==> src/rtl/eth_phy_10g_pkg.sv <==
// Shared 10GBASE-R receive definitions: sync header codes, BER monitor state
// encoding and the x^58+x^39+1 descrambler tap positions.
package eth_phy_10g_pkg;

  localparam logic [1:0] SYNC_DATA = 2'b10;
  localparam logic [1:0] SYNC_CTRL = 2'b01;

  // Tap positions into the scrambled-bit history (s[0] is the newest bit)
  localparam int unsigned DESCR_TAP_A   = 38;
  localparam int unsigned DESCR_TAP_B   = 57;
  localparam int unsigned DESCR_STATE_W = 58;

  typedef enum logic [1:0] {
    BER_IDLE  = 2'd0,
    BER_COUNT = 2'd1,
    BER_HIGH  = 2'd2
  } ber_state_e;

  // A sync header is legal only as a data or control marker
  function automatic logic sync_hdr_valid(input logic [1:0] hdr);
    return (hdr == SYNC_DATA) || (hdr == SYNC_CTRL);
  endfunction

endpackage

==> src/rtl/eth_phy_10g_rx_descrambler_lfsr.sv <==
// Combinational self-synchronising descramble step over one payload word.
// Ports:
//   data         - scrambled payload, bit 0 processed first
//   state        - history of the 58 most recent scrambled bits (bit 0 newest)
//   descr_c      - descrambled payload
//   next_state_c - history after consuming this payload
module eth_phy_10g_rx_descrambler_lfsr
  import eth_phy_10g_pkg::*;
#(
  parameter int unsigned DATA_WIDTH = 64
) (
  input  logic [DATA_WIDTH-1:0]    data,
  input  logic [DESCR_STATE_W-1:0] state,
  output logic [DATA_WIDTH-1:0]    descr_c,
  output logic [DESCR_STATE_W-1:0] next_state_c
);

  logic [DESCR_STATE_W-1:0] hist;

  // Unrolled bit-serial descrambler; history is fed with the scrambled input bit
  always_comb begin
    descr_c = '0;
    hist    = state;
    for (int i = 0; i < int'(DATA_WIDTH); i++) begin
      descr_c[i] = data[i] ^ hist[DESCR_TAP_A] ^ hist[DESCR_TAP_B];
      hist       = {hist[DESCR_STATE_W-2:0], data[i]};
    end
    next_state_c = hist;
  end

endmodule

==> src/rtl/eth_phy_10g_rx_ber_descrambler.sv <==
// 10GBASE-R receive stage after the block aligner: descrambles each payload and
// runs the high-BER monitor over the sync headers.
// Ports:
//   clk, rst           - block clock, synchronous active-low reset
//   i_serdes_rx_hdr    - aligned sync header
//   i_serdes_rx_data   - aligned scrambled payload
//   i_rx_block_lock    - block lock from the aligner
//   o_rx_hdr/o_rx_data - header and descrambled payload, one cycle latency
//   o_rx_high_ber      - high bit-error-rate flag
//   o_rx_status        - lock and not high BER
//   o_ber_count        - saturating count of invalid headers seen under lock
module eth_phy_10g_rx_ber_descrambler
  import eth_phy_10g_pkg::*;
#(
  parameter int unsigned HDR_WIDTH  = 2,
  parameter int unsigned DATA_WIDTH = 64,
  parameter int unsigned BER_WINDOW = 19531,
  parameter int unsigned BER_THRESH = 16
) (
  input  logic                  clk,
  input  logic                  rst,
  input  logic [HDR_WIDTH-1:0]  i_serdes_rx_hdr,
  input  logic [DATA_WIDTH-1:0] i_serdes_rx_data,
  input  logic                  i_rx_block_lock,
  output logic [HDR_WIDTH-1:0]  o_rx_hdr,
  output logic [DATA_WIDTH-1:0] o_rx_data,
  output logic                  o_rx_high_ber,
  output logic                  o_rx_status,
  output logic [7:0]            o_ber_count
);

  localparam int unsigned TIMER_W = $clog2(BER_WINDOW);
  localparam int unsigned CNT_W   = $clog2(BER_THRESH + 1);
  // One extra bit so cnt + 1 never wraps before the threshold compare
  localparam int unsigned NCNT_W  = CNT_W + 1;

  localparam logic [TIMER_W-1:0] TIMER_LAST = TIMER_W'(BER_WINDOW - 1);
  localparam logic [NCNT_W-1:0]  THRESH_N   = NCNT_W'(BER_THRESH);
  localparam logic [CNT_W-1:0]   THRESH_C   = CNT_W'(BER_THRESH);

  // Descrambler datapath
  logic [DESCR_STATE_W-1:0] scr_state;
  logic [DESCR_STATE_W-1:0] scr_state_next;
  logic [DATA_WIDTH-1:0]    descr;

  eth_phy_10g_rx_descrambler_lfsr #(
    .DATA_WIDTH(DATA_WIDTH)
  ) u_lfsr (
    .data         (i_serdes_rx_data),
    .state        (scr_state),
    .descr_c      (descr),
    .next_state_c (scr_state_next)
  );

  always_ff @(posedge clk) begin
    if (!rst) begin
      scr_state <= '0;
      o_rx_hdr  <= '0;
      o_rx_data <= '0;
    end else begin
      scr_state <= scr_state_next;
      o_rx_hdr  <= i_serdes_rx_hdr;
      o_rx_data <= descr;
    end
  end

  // BER monitor
  ber_state_e         ber_state;
  ber_state_e         ber_state_next;
  logic [TIMER_W-1:0] timer;
  logic [TIMER_W-1:0] timer_next;
  logic [CNT_W-1:0]   cnt;
  logic [CNT_W-1:0]   cnt_next;
  logic [NCNT_W-1:0]  new_cnt;
  logic               hdr_invalid;
  logic               hi_ber_next;
  logic               status_next;
  logic [7:0]         ber_count_next;

  assign hdr_invalid = ~sync_hdr_valid(2'(i_serdes_rx_hdr));

  // State register
  always_ff @(posedge clk) begin
    if (!rst) begin
      ber_state     <= BER_IDLE;
      timer         <= '0;
      cnt           <= '0;
      o_rx_high_ber <= 1'b0;
      o_rx_status   <= 1'b0;
      o_ber_count   <= '0;
    end else begin
      ber_state     <= ber_state_next;
      timer         <= timer_next;
      cnt           <= cnt_next;
      o_rx_high_ber <= hi_ber_next;
      o_rx_status   <= status_next;
      o_ber_count   <= ber_count_next;
    end
  end

  // Next-state logic; loss of lock overrides everything including window end
  always_comb begin
    ber_state_next = ber_state;
    timer_next     = timer;
    cnt_next       = cnt;
    new_cnt        = NCNT_W'(cnt) + NCNT_W'(hdr_invalid);
    if (!i_rx_block_lock) begin
      ber_state_next = BER_IDLE;
      timer_next     = '0;
      cnt_next       = '0;
    end else begin
      case (ber_state)
        BER_IDLE: begin
          ber_state_next = BER_COUNT;
          timer_next     = '0;
          cnt_next       = '0;
        end
        BER_COUNT, BER_HIGH: begin
          if (timer == TIMER_LAST) begin
            // Window end: the verdict of the closing window replaces hi_ber
            ber_state_next = (new_cnt >= THRESH_N) ? BER_HIGH : BER_COUNT;
            timer_next     = '0;
            cnt_next       = '0;
          end else begin
            timer_next = timer + TIMER_W'(1);
            if (new_cnt >= THRESH_N) begin
              ber_state_next = BER_HIGH;
              cnt_next       = THRESH_C;
            end else begin
              cnt_next = CNT_W'(new_cnt);
            end
          end
        end
        default: begin
          ber_state_next = BER_IDLE;
          timer_next     = '0;
          cnt_next       = '0;
        end
      endcase
    end
  end

  // Output logic, registered by the state register process
  always_comb begin
    hi_ber_next    = (ber_state_next == BER_HIGH);
    status_next    = i_rx_block_lock & ~hi_ber_next;
    ber_count_next = o_ber_count;
    if (i_rx_block_lock && hdr_invalid && (o_ber_count != 8'hFF)) begin
      ber_count_next = o_ber_count + 8'd1;
    end
  end

endmodule
==> config.mk <==
export PLATFORM = sky130hd
export DESIGN_NAME = eth_phy_10g_rx_ber_descrambler
export DESIGN_NICKNAME = d
export VERILOG_FILES = /design/src/rtl/eth_phy_10g_pkg.sv /design/src/rtl/eth_phy_10g_rx_descrambler_lfsr.sv /design/src/rtl/eth_phy_10g_rx_ber_descrambler.sv
export SDC_FILE = /design/constraint.sdc
export NUM_CORES = 1
export LEC_CHECK = 0
export ABC_CLOCK_PERIOD_IN_PS = 1600
export BUFFER_PORTS_ARGS = -buffer_cell sky130_fd_sc_hd__buf_2
export CORE_UTILIZATION = 47
export CTS_CLUSTER_DIAMETER = 150
export DETAILED_ROUTE_END_ITERATION = 16
export PLACE_DENSITY = 0.75
export SLEW_MARGIN = 20
export SYNTH_ARGS = -nofsm -noshare
export SYNTH_HDL_FRONTEND = slang
export SYNTH_SLANG_ARGS = --single-unit
export TNS_END_PERCENT = 1
==> constraint.sdc <==
create_clock -name clk -period 1.6 [get_ports clk]
set_input_delay 0.32 -clock clk [delete_from_list [all_inputs] [get_ports clk]]
set_output_delay 0.32 -clock clk [all_outputs]
set_load 0.02 [all_outputs]
==> results of run 1 <==
[worst register-to-register path, cell delays in order, from the launching register on]
cell and delay, ps:
dfxtp_1 310, or4_4 540, o41ai_1 360, a31oi_2 180, o21a_1 210
[power by group]
group,switching (mW),internal [mW]
registers,0.108,4.15
clock network,1.61,2.49
logic,0.670,0.511
[through the flow]
| step | power [mW] | util [%] | instance area, um2 | TNS (ps) |
|---|---|---|---|---|
| 5_1_grt | 9.88 | 62.8 | 7550 | -3440 |
| 3_3_place_gp | 5.49 | 57.1 | 6860 | -2800 |
| 3_5_place_dp | 5.51 | 57.1 | 6860 | -4110 |
| 6_report | 9.54 | 62.8 | 7550 | -1910 |
| 2_1_floorplan | 5.07 | - | 5810 | -1950 |
| 4_1_cts | 9.60 | 62.7 | 7530 | -1900 |
[synthesized netlist by cell type (4+ instances only)]
cell	instances	area, um2
ha_1	7	87.6
nor2_2	6	37.5
nor2_1	78	293
nand4_1	4	25.0
dfxtp_1	156	3120
nor3b_2	4	50.1
nor4_1	4	25.0
inv_1	9	33.8
a21oi_1	7	35.0
nand3_1	10	50.1
clkbuf_1	14	52.6
and2_1	60	375
xnor2_1	77	674
nand2_1	7	26.3
xor2_1	68	596
nor3_1	6	30.0
[layer usage]
layer,part of all wire (%),track usage (%),wire (um),vias to the layer above
met1,44,23.5,5420,1920
met2,48,35.2,5900,127
li1,-,-,-,2116
met5,0.13,0,16,-
met4,2.0,9.12,243,2
met3,6.7,6.86,831,24
[final cells by class]
class / count / share of cell area, %
Sequential cell: 156 / 41.4
Multi-Input combinational cell: 369 / 34.9
Timing Repair Buffer: 175 / 12.7
Clock buffer: 18 / 5.82
Tap cell: 147 / 2.44
Clock inverter: 14 / 2.21
Inverter: 10 / 0.497
[flip-flops by register name, indices dropped and copies added (netlist names)]
signal and cells:
ber_state 2, cnt 5, o_ber_count 8, o_rx_data 64, o_rx_hdr 2, o_rx_high_ber 1
o_rx_status 1, scr_state 58, timer 15
[worst max-delay path by stage]
stage / endpoint / slack [ps] / cells after the start
detailed placement: o_rx_status$_SDFF_PN0_ / -310 / 8
finish: o_rx_high_ber$_SDFF_PN0_ / -100 / 4
global placement: o_rx_status$_SDFF_PN0_ / -200 / 8
global route: o_rx_high_ber$_SDFF_PN0_ / -180 / 6
floorplan: cnt[2]$_SDFF_PP0_ / -90 / 5
CTS: cnt[3]$_SDFF_PP0_ / -100 / 4
[cells by family (layout without fill, tap and decap cells)]
| kind of cell | count (synthesis) | count (layout) | share of synthesized area (%) |
|---|---|---|---|
| compound gates | 22 | 22 | 2.46 |
| xor+xnor | 145 | 145 | 21.9 |
| fa+ha+maj | 7 | 7 | 1.51 |
| buf+inv | 27 | 217 | 2.18 |
| flops | 156 | 156 | 54.0 |
| mux | 1 | 1 | 0.173 |
| simple gates | 191 | 194 | 17.8 |
[repair_timing]
item | CTS | global route
cloned | 3 | 0
gates resized for setup | 3 | 6
pin swaps | 0 | 1
buffers inserted | 0 | 0
endpoints found under the setup margin | 25 | 27
hold endpoints to repair | 0 | 0
==> results.sh, run 1 <==
export IMPL_setup_viol=24
export IMPL_holdPathStages=2
export IMPL_num_rows=40
export IMPL_synth_edf_count=0
export IMPL_layout_min_cycle_time_ps=1700
export IMPL_period_share_pct=107
export IMPL_holdBufCountCts=0
export IMPL_insertion_delay_ps=420
export IMPL_clk_path_buf_depth=2
export IMPL_fill_cells=964
export IMPL_worstPathArrival_ps=2020
export IMPL_cts_made_buffers=17
export IMPL_worst_pin_slew_ps=453
export IMPL_maxSlewViolCount=0
export IMPL_regArea_um2=3130
export IMPL_clockRootBuffer="clkbuf_16"
export IMPL_fin_nets=805
export IMPL_wl_mm=12.4
export IMPL_antenna_found_initial=3
export IMPL_criticalPathCategory="flip-flop to flip-flop"
export IMPL_r2r_slack_ps=-100
export IMPL_multi_input_area_um2=2640
export IMPL_rsz0062_at_grt="true"
export IMPL_via_count=4189
export IMPL_die_h_um=113
export IMPL_pre_cts_ws_ps=-308
export IMPL_dieArea_um2=12800
export IMPL_synth_area_per_cell_um2=10.5
export IMPL_remaining_drc_errors=0
export IMPL_drv_cap=0
export IMPL_synth_cells=549
export IMPL_hold_slack_ps=127
export IMPL_routed_via_density=4.71
export IMPL_core_region_area_um2=12000
export IMPL_drive_gt1_share_pct=31.3
export IMPL_htreeDepth=4
export IMPL_place_inst=854
export IMPL_port_buffers=144
export IMPL_grt_max_degree=33
export IMPL_cp_start_kind="flip-flop"
export IMPL_worst_ep_required_time_ps=1920
export IMPL_startpoint="timer[7]$_SDFF_PP0_"
export IMPL_fin_skew_ps=6.76
export IMPL_grt_pass1_vias=4203
export IMPL_dp_hpwl_mm=8.91
export IMPL_ys_flop_type="dfxtp_1"
export IMPL_worst_setup_path_end_kind="flip-flop"
export IMPL_worstPathBufferInverterCount=0
export IMPL_ys_seq_area_share_pct=54.0
export IMPL_worst_slack_ps=-105
export IMPL_post_drt_wl_per_cell_um=13.9
export IMPL_slowest_stage="or4_4"
export IMPL_die_w_um=113
export IMPL_hold_path_end="scr_state[30]$_SDFF_PN0_"
export IMPL_route_antenna_remaining_nets=0
export IMPL_r2r_end="o_rx_high_ber$_SDFF_PN0_"
export IMPL_first_iter_violations=191
export IMPL_grt_first_pass_wirelength_mm=20.2
export IMPL_final_common_cell="dfxtp_1"
export IMPL_synth_async_sr_flop_share_pct=0
export IMPL_cp_top_family="compound AO/OA/AOI/OAI gates"
export IMPL_crit_chain="or4_4 -> o41ai_1 -> a31oi_2 -> o21a_1"
export IMPL_clk_pin_slew_worst_paths_ps=60
export IMPL_ys_ff_latch=156
export IMPL_status="complete, but fails checks"
export IMPL_p_leak_nw=3.31
export IMPL_final_cell_mix="153 x dfxtp_1, 144 x buf_2, 78 x nor2_1"
export IMPL_violations="setup timing"
export IMPL_floorplan_initialDensity_pct=48.2
export IMPL_ios=145
export IMPL_max_stage_delay_ps=540
export IMPL_area_growth_pct=30.4
export IMPL_powerDensity_nw_per_um2=1260
export IMPL_hold_viol_final=0
export IMPL_yosys_warnings=0
export IMPL_syn_nets=625
export IMPL_ir_drop_v=0.000835
export IMPL_max_freq_ghz=0.587
export IMPL_critical_path_peak_fanout=3
export IMPL_worstRegToRegCells=4
export IMPL_max_slew_margin_pct=69.7
export IMPL_finalWeightedCongestion=0.795
export IMPL_overflow=0
export IMPL_synth_cell_types=37
export IMPL_diodes=0
export IMPL_clock_sinks=156
export IMPL_track_usage_pct=20.6
export IMPL_fin_cells=889
export IMPL_worst_r2r_startpoint="timer[7]$_SDFF_PP0_"
export IMPL_dr_pass1_iters=4
export IMPL_syn_area_um2=5790
export IMPL_hold_class="primary input to flip-flop"
export IMPL_worstHoldStart="i_serdes_rx_data[33]"
export IMPL_tritoncts="built"
(Power assumes the default switching activity.)
==> inputs of run 2 (changes only) <==
--- a/config.mk
+++ b/config.mk
@@ -5,12 +5,11 @@
 export SDC_FILE = /design/constraint.sdc
 export NUM_CORES = 1
 export LEC_CHECK = 0
-export ABC_CLOCK_PERIOD_IN_PS = 1600
+export ABC_CLOCK_PERIOD_IN_PS = 2100
 export BUFFER_PORTS_ARGS = -buffer_cell sky130_fd_sc_hd__buf_2
-export CORE_UTILIZATION = 47
+export CORE_UTILIZATION = 30
 export CTS_CLUSTER_DIAMETER = 150
 export DETAILED_ROUTE_END_ITERATION = 16
-export PLACE_DENSITY = 0.75
 export SLEW_MARGIN = 20
 export SYNTH_ARGS = -nofsm -noshare
 export SYNTH_HDL_FRONTEND = slang
==> constraint.sdc (replaced) <==
create_clock -name clk -period 2.1 [get_ports clk]
set_input_delay 0.42 -clock clk [delete_from_list [all_inputs] [get_ports clk]]
set_output_delay 0.42 -clock clk [all_outputs]
set_load 0.02 [all_outputs]
==> results.sh, run 2 (same netlist as run 1, synthesis figures left out) <==
export IMPL_status="finished, final reports clean"
export IMPL_top_regs="o_rx_data: 64 flops, scr_state: 58 flops, timer: 15 flops"
export IMPL_placed_cell_area_um2=6810
export IMPL_regMostFlops="o_rx_data"
export IMPL_critical_path_peak_fanout=20
export IMPL_finalWeightedCongestion=0.750
export IMPL_crit_chain="or4_4 -> or4_4 -> nand4_4 -> nor2_1"
export IMPL_clk_path_buf_depth=2
export IMPL_powerDensity_nw_per_um2=954
export IMPL_worst_pin_slew_ps=474
export IMPL_postCtsSetupBuffers=0
export IMPL_place_inst=943
export IMPL_largest_register_ffs=64
export IMPL_insertion_delay_ps=420
export IMPL_maxSlewViolCount=0
export IMPL_num_rows=50
export IMPL_holdBufCountCts=0
export IMPL_grt_first_pass_wirelength_mm=19.8
export IMPL_worst_setup_path_end_kind="flip-flop"
export IMPL_slowest_stage="or4_4"
export IMPL_floorplan_initialDensity_pct=30.7
export IMPL_regArea_um2=3120
export IMPL_multi_input_area_um2=2540
export IMPL_max_freq_ghz=0.543
export IMPL_worst_slack_ps=259
export IMPL_setup_tns_ps=0
export IMPL_wl_mm=12.5
export IMPL_grt_max_degree=53
export IMPL_max_stage_delay_ps=550
export IMPL_via_count=3941
export IMPL_hold_class="primary input to flip-flop"
export IMPL_die_h_um=141
export IMPL_wl_met1_mm=5.99
export IMPL_clk_pin_slew_worst_paths_ps=60
export IMPL_first_iter_violations=120
export IMPL_max_slew_margin_pct=68.0
export IMPL_drv_cap=0
export IMPL_overflow=0
export IMPL_routed_top_layer="met4"
export IMPL_route_antenna_remaining_nets=0
export IMPL_track_usage_pct=13.2
export IMPL_clockRootBuffer="clkbuf_16"
export IMPL_fin_nets=778
export IMPL_dieArea_um2=19800
export IMPL_worst_ep_required_time_ps=2390
export IMPL_port_buffers=144
export IMPL_core_region_area_um2=18800
export IMPL_rsz0062_at_grt="false"
export IMPL_worstPathArrival_ps=2130
export IMPL_layout_min_cycle_time_ps=1840
export IMPL_diodes=0
export IMPL_criticalPathCategory="flip-flop to flip-flop"
export IMPL_p_leak_nw=3.17
export IMPL_period_share_pct=87.7
export IMPL_wl_met3_um=468
export IMPL_ios=145
export IMPL_drive_gt1_share_pct=27.6
export IMPL_dr_wl_met2_mm=5.85
export IMPL_area_growth_pct=27.4
export IMPL_final_cell_mix="156 x dfxtp_1, 144 x buf_2, 78 x nor2_1"
export IMPL_dr_pass1_iters=4
export IMPL_final_common_cell="dfxtp_1"
export IMPL_crit_top_cell="or4_4"
export IMPL_cp_start_kind="flip-flop"
export IMPL_fin_skew_ps=10.1
export IMPL_grt_pass1_vias=3705
export IMPL_fill_cells=1889
export IMPL_utilization_pct=39.2
export IMPL_pre_cts_ws_ps=66.5
export IMPL_hold_viol_final=0
export IMPL_antenna_found_initial=0
export IMPL_cts_made_buffers=17
export IMPL_hold_slack_ps=232
export IMPL_final_cell_area_um2=7370
export IMPL_htreeDepth=4
export IMPL_die_w_um=141
export IMPL_total_power_mw=7.04
export IMPL_setup_viol=0
export IMPL_remaining_drc_errors=0
export IMPL_ir_drop_v=0.000504
export IMPL_cts_resized=0
export IMPL_fin_cells=975
export IMPL_tritoncts="built"
export IMPL_clock_sinks=156
export IMPL_dp_hpwl_mm=9.15
export IMPL_post_drt_wl_per_cell_um=12.8
export IMPL_routed_via_density=4.04
==> run 2: cell types whose count changed in the layout (fill, tap and decap cells not counted), moves of 2 or more <==
cell and change:
buf_4 -24, inv_6 +4, bufinv_16 -3, ha_1 +2, dfxtp_1 +3, clkinv_2 -2, clkbuf_8 +2, nand4_4 -3
dfxtp_2 -3, clkinvlp_4 -3
==> run 2: report_power, final <==
group	leakage [nW]	total [mW]	internal (mW)	switching, mW
registers	1.29	3.24	3.16	0.0839
clock network	0.281	2.93	1.64	1.29
logic	1.60	0.869	0.376	0.493
total	3.17	7.04	5.17	1.87
==> run 2: layer usage <==
metal,GRT usage [%],vias up
met5,0,-
met4,4.69,0
met2,20.7,78
met1,17.2,1797
met3,3.74,8
li1,-,2058
==> run 2: final timing paths <==
| path | start | cells past startpoint | slack (ps) | to |
|---|---|---|---|---|
| worst min register to register | timer[0]$_SDFF_PP0_ | 1 | 470 | timer[0]$_SDFF_PP0_ |
| worst min-delay path | i_serdes_rx_hdr[1] | 2 | 230 | o_rx_hdr[1]$_SDFF_PN0_ |
| worst max register to register | timer[7]$_SDFF_PP0_ | 4 | 260 | timer[11]$_SDFF_PP0_ |
| worst max-delay path | timer[7]$_SDFF_PP0_ | 4 | 260 | timer[11]$_SDFF_PP0_ |
==> run 2: area by class of cell <==
cell class	instances	share of cell area, %
inverters	10	0.509
multi-input cells	366	34.4
well taps	260	4.41
clock buffers	20	6.33
clock inverters	12	1.34
flip-flops and latches	156	42.3
repair buffers	151	10.7
==> run 2: worst max-delay path, delay by kind of cell (launching register included) <==
family / cells / cell delay, ps
simple gates: 4 / 1360
flops: 1 / 350
==> inputs of run 3 (changes only) <==
--- a/config.mk
+++ b/config.mk
@@ -5,12 +5,11 @@
 export SDC_FILE = /design/constraint.sdc
 export NUM_CORES = 1
 export LEC_CHECK = 0
-export ABC_CLOCK_PERIOD_IN_PS = 2100
+export ABC_CLOCK_PERIOD_IN_PS = 2060
 export BUFFER_PORTS_ARGS = -buffer_cell sky130_fd_sc_hd__buf_2
 export CORE_UTILIZATION = 30
 export CTS_CLUSTER_DIAMETER = 150
 export DETAILED_ROUTE_END_ITERATION = 16
-export SLEW_MARGIN = 20
 export SYNTH_ARGS = -nofsm -noshare
 export SYNTH_HDL_FRONTEND = slang
 export SYNTH_SLANG_ARGS = --single-unit
==> constraint.sdc (replaced) <==
create_clock -name clk -period 2.06 [get_ports clk]
set_input_delay 0.412 -clock clk [delete_from_list [all_inputs] [get_ports clk]]
set_output_delay 0.412 -clock clk [all_outputs]
set_load 0.02 [all_outputs]
==> results.sh, run 3 (same netlist as run 1, synthesis figures left out) <==
export IMPL_pre_cts_ws_ps=27.3
export IMPL_final_cell_mix="156 x dfxtp_1, 144 x buf_2, 78 x nor2_1"
export IMPL_p_leak_nw=3.20
export IMPL_htreeDepth=4
export IMPL_max_freq_ghz=0.542
export IMPL_clk_path_buf_depth=2
export IMPL_remaining_drc_errors=0
export IMPL_grt_pass1_vias=3630
export IMPL_tritoncts="built"
export IMPL_multi_input_area_um2=2540
export IMPL_post_drt_wl_per_cell_um=12.8
export IMPL_dr_pass1_iters=4
export IMPL_clock_sinks=156
export IMPL_status="finished, final reports clean"
export IMPL_period_share_pct=89.6
export IMPL_criticalPathCategory="flip-flop to flip-flop"
export IMPL_ios=145
export IMPL_maxSlewViolCount=0
export IMPL_drive_gt1_share_pct=27.5
export IMPL_worstPathArrival_ps=2140
export IMPL_first_iter_violations=151
export IMPL_total_power_mw=7.49
export IMPL_holdBufCountCts=0
export IMPL_top_regs="o_rx_data: 64 flops, scr_state: 58 flops, timer: 15 flops"
export IMPL_fill_cells=1880
export IMPL_fin_nets=777
export IMPL_overflow=0
export IMPL_setup_tns_ps=0
export IMPL_fin_skew_ps=12.3
export IMPL_dp_hpwl_mm=9.19
export IMPL_die_w_um=141
export IMPL_wl_mm=12.5
export IMPL_via_count=3952
export IMPL_setup_viol=0
export IMPL_floorplan_initialDensity_pct=30.7
export IMPL_die_h_um=141
export IMPL_cp_start_kind="flip-flop"
export IMPL_largest_register_ffs=64
export IMPL_regMostFlops="o_rx_data"
export IMPL_grt_first_pass_wirelength_mm=19.4
export IMPL_hold_viol_final=0
export IMPL_route_antenna_remaining_nets=0
export IMPL_drv_cap=0
export IMPL_cts_made_buffers=17
export IMPL_insertion_delay_ps=420
export IMPL_postCtsSetupBuffers=0
export IMPL_powerDensity_nw_per_um2=1010
export IMPL_hold_class="primary input to flip-flop"
export IMPL_max_slew_margin_pct=70.5
export IMPL_num_rows=50
export IMPL_cts_resized=0
export IMPL_final_common_cell="dfxtp_1"
export IMPL_dieArea_um2=19800
export IMPL_clockRootBuffer="clkbuf_16"
export IMPL_grt_max_degree=51
export IMPL_worst_slack_ps=215
export IMPL_ir_drop_v=0.000525
export IMPL_area_growth_pct=28.6
export IMPL_worst_ep_required_time_ps=2350
export IMPL_layout_min_cycle_time_ps=1850
export IMPL_core_region_area_um2=18800
export IMPL_rsz0062_at_grt="false"
export IMPL_diodes=0
export IMPL_port_buffers=144
export IMPL_track_usage_pct=12.9
export IMPL_routed_via_density=4.06
export IMPL_regArea_um2=3120
export IMPL_critical_path_peak_fanout=20
export IMPL_antenna_found_initial=0
export IMPL_worst_pin_slew_ps=436
export IMPL_worst_setup_path_end_kind="flip-flop"
export IMPL_clk_pin_slew_worst_paths_ps=70
export IMPL_finalWeightedCongestion=0.752
## run 3: power breakdown
| part | internal [mW] | switching (mW) | total, mW | leakage (nW) |
|---|---|---|---|---|
| Clock | 1.90 | 1.40 | 3.29 | 0.307 |
| Sequential | 3.22 | 0.0881 | 3.31 | 1.29 |
| Combinational | 0.384 | 0.501 | 0.885 | 1.60 |
| Total | 5.50 | 1.99 | 7.49 | 3.20 |
## run 3: metrics by stage
step | std cells | hold slack [ps] | utilization, % | area, um2
2_1_floorplan | 549 | 430 | - | 5790
3_3_place_gp | 942 | 439 | 36.2 | 6810
3_5_place_dp | 942 | 460 | 36.2 | 6810
4_1_cts | 974 | 199 | 39.5 | 7440
5_1_grt | 974 | 205 | 39.5 | 7440
6_report | 974 | 217 | 39.5 | 7440
## run 3: worst max-delay path, cell delays in order, from the launching register on
cell and delay [ps]:
dfxtp_1 350, or4_4 560, or4_4 440, nand4_4 290, nor2_1 90
## run 3: routing by layer
| metal | part of all wire [%] | track usage (%) | vias up |
|---|---|---|---|
| met2 | 48 | 20.2 | 82 |
| met4 | 1.2 | 5.09 | 0 |
| met5 | 0 | 0 | - |
| met3 | 3.4 | 3.70 | 9 |
| li1 | - | - | 2051 |
| met1 | 48 | 16.8 | 1810 |
## run 3: final timing paths
path / slack (ps) / start / to / cells after the start
max: 210 / timer[7]$_SDFF_PP0_ / timer[9]$_SDFF_PP0_ / 4
min: 220 / i_serdes_rx_hdr[0] / o_rx_hdr[0]$_SDFF_PN0_ / 2
max reg2reg: 210 / timer[7]$_SDFF_PP0_ / timer[9]$_SDFF_PP0_ / 4
min reg2reg: 470 / timer[0]$_SDFF_PP0_ / timer[0]$_SDFF_PP0_ / 1
## run 3: layout make-up
class / instances / share of cell area [%]
sequential: 156 / 41.9
inverter: 10 / 0.504
timing repair buffer: 150 / 10.6
multi-input combinational: 366 / 34.1
tap: 260 / 4.37
clock inverter: 14 / 2.57
clock buffer: 18 / 5.90
